### src/rtl/pc_fetch.sv
// Instruction fetch unit: one outstanding imem request, holds each fetched word
// until the decoder accepts it, and follows branch/jump redirects.
module pc_fetch #(
  parameter logic [31:0] RESET_PC = 32'h0000_0000
) (
  input  logic        clk,
  input  logic        rst,
  output logic        imem_req,
  output logic [31:0] imem_addr,
  input  logic        imem_rvalid,
  input  logic [31:0] imem_rdata,
  output logic [31:0] instr_out,
  output logic        instr_valid,
  input  logic        instr_ready,
  output logic [31:0] pc_out,
  input  logic        redirect_valid,
  input  logic [31:0] redirect_pc,
  output logic        fetch_err,
  output logic [31:0] retired_cnt
);

  typedef enum logic [2:0] {
    IDLE = 3'd0,
    REQ  = 3'd1,
    WAIT = 3'd2,
    HOLD = 3'd3,
    ERR  = 3'd4
  } state_e;

  state_e      state_q, state_d;
  logic [31:0] pc_q, pc_d;
  logic        kill_q, kill_d;
  logic [31:0] instr_q, instr_d;
  logic [31:0] pc_out_q, pc_out_d;
  logic        err_q, err_d;
  logic [31:0] cnt_q, cnt_d;

  logic redir_ok;
  logic redir_bad;

  assign redir_ok  = redirect_valid && (redirect_pc[1:0] == 2'b00);
  assign redir_bad = redirect_valid && (redirect_pc[1:0] != 2'b00);

  always_ff @(posedge clk) begin
    if (rst) begin
      state_q  <= IDLE;
      pc_q     <= RESET_PC;
      kill_q   <= 1'b0;
      instr_q  <= 32'h0;
      pc_out_q <= 32'h0;
      err_q    <= 1'b0;
      cnt_q    <= 32'h0;
    end else begin
      state_q  <= state_d;
      pc_q     <= pc_d;
      kill_q   <= kill_d;
      instr_q  <= instr_d;
      pc_out_q <= pc_out_d;
      err_q    <= err_d;
      cnt_q    <= cnt_d;
    end
  end

  always_comb begin
    state_d  = state_q;
    pc_d     = pc_q;
    kill_d   = kill_q;
    instr_d  = instr_q;
    pc_out_d = pc_out_q;
    err_d    = err_q;
    cnt_d    = cnt_q;

    if (state_q == HOLD && instr_ready) begin
      cnt_d = cnt_q + 32'd1;
    end

    case (state_q)
      IDLE: state_d = REQ;
      REQ:  state_d = WAIT;
      WAIT: begin
        if (imem_rvalid) begin
          if (kill_q) begin
            kill_d  = 1'b0;
            state_d = REQ;
          end else begin
            instr_d  = imem_rdata;
            pc_out_d = pc_q;
            state_d  = HOLD;
          end
        end
      end
      HOLD: begin
        if (instr_ready) begin
          pc_d    = pc_q + 32'd4;
          state_d = REQ;
        end
      end
      ERR:     state_d = ERR;
      default: state_d = IDLE;
    endcase

    // Redirects override the sequential flow; ERR is only left through reset.
    if (state_q != ERR) begin
      if (redir_bad) begin
        err_d    = 1'b1;
        state_d  = ERR;
        pc_d     = pc_q;
        kill_d   = 1'b0;
        instr_d  = instr_q;
        pc_out_d = pc_out_q;
      end else if (redir_ok) begin
        pc_d    = redirect_pc;
        state_d = REQ;
        if (state_q == WAIT) begin
          instr_d  = instr_q;
          pc_out_d = pc_out_q;
          kill_d   = !imem_rvalid;
          if (!imem_rvalid) begin
            state_d = WAIT;
          end
        end
      end
    end
  end

  always_comb begin
    imem_req    = !rst && (state_q == REQ) && !redirect_valid;
    instr_valid = !rst && (state_q == HOLD);
  end

  assign imem_addr   = pc_q;
  assign instr_out   = instr_q;
  assign pc_out      = pc_out_q;
  assign fetch_err   = err_q;
  assign retired_cnt = cnt_q;

endmodule

### config.mk
export PLATFORM = sky130hd
export DESIGN_NAME = pc_fetch
export DESIGN_NICKNAME = d
export VERILOG_FILES = /design/src/rtl/pc_fetch.sv
export SDC_FILE = /design/constraint.sdc
export NUM_CORES = 1
export LEC_CHECK = 0
export ABC_AREA = 0
export BUFFER_PORTS_ARGS = -buffer_cell sky130_fd_sc_hd__buf_2
export CAP_MARGIN = 0
export CORE_ASPECT_RATIO = 0.5
export CORE_MARGIN = 1.5
export CORE_UTILIZATION = 45
export CTS_BUF_LIST = sky130_fd_sc_hd__clkbuf_8
export CTS_CLUSTER_SIZE = 14
export DETAILED_ROUTE_END_ITERATION = 8
export HOLD_SLACK_MARGIN = 0.05
export PLACE_DENSITY = 0.73
export SYNTH_ARGS = -nofsm -noshare
export SYNTH_HDL_FRONTEND = slang
export SYNTH_SLANG_ARGS = --single-unit
### constraint.sdc
create_clock -name clk -period 5.3 [get_ports clk]
set_input_delay 1.59 -clock clk [delete_from_list [all_inputs] [get_ports clk]]
set_output_delay 1.59 -clock clk [all_outputs]
set_load 0.03 [all_outputs]
==> run summary <==
Result of the run - finished, final reports clean
Post_cts resized - 0
Initial antenna violation count - 1
Worst path cell trace - buf_4, nor4_1, buf_2
Power density over the cells - 285 nW/µm²
CP Data Arrival Time - 2.35 ns
R2r startpoint - state_q[0]$_SDFF_PP0_
Vias per Instance - 5.44
Wire per inst - 15.0 µm
WS Path Type - in2out
Final core occ - 0.574
Synth unique cells - 54
Slowest stage delay, CP - 0.26 ns
Initial core utilization - 0.464
Cell depth of the worst setup path - 3
# IOs - 200
Via count - 5884
Final Net Count - 969
H-Tree Depth - 4
Diodes inserted - 0
Most common cell after layout, fill and taps aside - buf_2
Width of the die - 165 µm
Filler cells - 1188
All-Layer GR Usage - 0.235
Peak supply drop - 172 µV
Maxcap violations - 0
Initial DRC count - 351
Avg Cell Area, Syn - 8.14 µm²
Count of input and output buffers - 199
Share of post-route cells with drive strength above 1 - 0.271
Unrepaired setup endpoints after global routing - false
Grt ovf - 0
Number of global-route vias before repair - 5317
Clock sinks - 133
Hold Violations, Final - 0
Routed met2 length - 7.80 mm
Worst-Skew Late Latency - 0.44 ns
CTS buffer count - 17
Peak Freq - 254 MHz
Final Wtd Congestion - 0.780
Syn nets - 797
Num rows - 29
Slew Limit Fails - 0
CP Capture Type - output pin
Post-synth EDFFs - 0
Yosys warns - 0
Worst setup startpoint - rst
Die Area - 13900 µm²
Core Region - 12700 µm²
HPWL after DPL - 10.8 mm
Max layer used - met5
Mapped Cells - 726
Static leakage - 3.03 nW
Clock Pin Slew Worst Setup and Hold Paths - 0.08 ns
Clk buf depth - 2
Worst setup SP type - input pin
Met3 Routed Length - 1.04 mm
DRT antenna net count - 0
Setup violators final - 0
Setup Fix Bufs, Post-CTS - 0
HP Class - reg2reg
Synth Register Bits - 133
Worst Max-Slew Pin Slew - 0.910 ns
Worst R2R End - pc_out[8]$_SDFFE_PP0P_
Die Ht - 84.0 µm
Largest net degree at the start of global routing - 90
Drt total wl - 16.2 mm
Register area share after synthesis - 0.451
DR DRC count - 0
Wl on met1 - 7.06 mm
Crit path max fanout - 51
Synthesized area - 5910 µm²
First-pass iteration count of the detailed router - 5
Tmin final - 3.94 ns
Top delay family on crit path - buffers and inverters
Share of synthesized flip-flops with an asynchronous set or reset - 0
Worst rel slew slack - 0.393
WP data required - 3.71 ns
Root buffer cell - clkbuf_8
Crit path max-delay cell type - buf_4
Primary FF master, synth - dfxtp_1
Part of the cycle the worst path needs - 0.744
Worst setup endpoint - imem_req
Reg2Reg Depth - 6
Worst reg2reg setup slack - 2.08 ns
Commonest non-fill, non-tap cells in the layout - buf_2, nand2_1, dfxtp_1
Synth-to-Final Area Change - 23.7%
Post-CTS Hold Fix Bufs - 0
First-pass GRT wire length - 26.1 mm
CTS tree - yes
Worst Skew - 0.00816 ns
Buf/Inv on CP - 2
TNS Setup - 0 ns
-- how the worst min path moves through the flow --
stage | startpoint | to | slack, ns | cells past startpoint
after floorplan | kill_q$_SDFF_PP0_ | kill_q$_SDFF_PP0_ | 0.49 | 2
after global routing | pc_out[6]$_SDFFE_PP0P_ | pc_out[6]$_SDFFE_PP0P_ | 0.47 | 2
after detailed placement | instr_out[7]$_SDFFE_PP0P_ | instr_out[7]$_SDFFE_PP0P_ | 0.44 | 2
after CTS | pc_out[18]$_SDFFE_PP0P_ | pc_out[18]$_SDFFE_PP0P_ | 0.45 | 2
after global placement | instr_out[25]$_SDFFE_PP0P_ | instr_out[25]$_SDFFE_PP0P_ | 0.44 | 2
final | instr_out[31]$_SDFFE_PP0P_ | instr_out[31]$_SDFFE_PP0P_ | 0.45 | 2
-- Yosys cell counts, drive strengths merged (7+ instances only) --
cell type  count  area [µm²]
and4          12         105
nand3         29         145
dfxtp        133        2660
or3           11        68.8
and2           9        56.3
xor2          19         166
o21ai         16        80.1
nor2          44         165
clkbuf        35         131
a21oi         93         465
xnor2          9        78.8
a31oi         14        87.6
buf           17         135
nand4         21         131
a22oi         21         158
nor3           7        46.3
nor4           8        68.8
nand2        157         589
and3          12        75.1
-- worst reg2reg max path: cells and delay by family (launching register included) --
kind	cells	cell delay [ns]
AO/OA/AOI/OAI	1	0.17
flip-flops	1	0.51
buffers and inverters	1	0.47
AND/OR/NAND/NOR	4	2.00
-- area by class of cell --
cell class                 count  area, µm²  share of cell area
multi-input combinational    536       2960               0.405
tap                          170        213              0.0291
sequential                   133       2660               0.364
clock buffer                  19        262              0.0358
timing repair buffer         205       1040               0.143
clock inverter                13        150              0.0205
inverter                       5       18.8             0.00257
-- report_power, final --
group	total, mW	leakage, nW	switching [mW]	internal (mW)
logic	0.168	1.76	0.110	0.0581
clock network	0.872	0.196	0.423	0.449
registers	1.04	1.07	0.0285	1.02
-- state kept, by name, summed over array words and instances, names as in the netlist --
name         count
state_q          3
imem_addr       32
instr_out       32
fetch_err        1
kill_q           1
retired_cnt     32
pc_out          32
-- cell families (layout without fill, tap and decap cells) --
group                      Yosys count  count (layout)  synth area share
muxes                                3               3           0.00508
xor gates and xnor gates            28              28            0.0415
and+or+nand+nor                    333             333             0.280
buffers and inverters               57             242            0.0483
adders and majority gates            2               2           0.00423
DFF                                133             133             0.451
AOI/OAI and AO/OA                  170             170             0.170
-- metal layers --
| metal | GRT usage | up-vias |
|---|---|---|
| li1 | - | 2913 |
| met1 | 0.299 | 2753 |
| met2 | 0.384 | 184 |
| met3 | 0.0576 | 32 |
| met4 | 0.0860 | 2 |
| met5 | 0 | - |
-- through the flow --
step           std cells  setup slack, ns  area (µm²)  hold slack, ns  power, mW
3_5_place_dp        1049             1.33        6900           0.443       1.24
3_3_place_gp        1049             1.33        6900           0.438       1.23
2_1_floorplan        726            0.789        5910           0.494       1.17
6_report            1081             1.36        7310           0.453       2.08
5_1_grt             1081             1.27        7310           0.472       2.17
4_1_cts             1081             1.33        7310           0.454       2.10
Power figures use the tool's default switching activity.
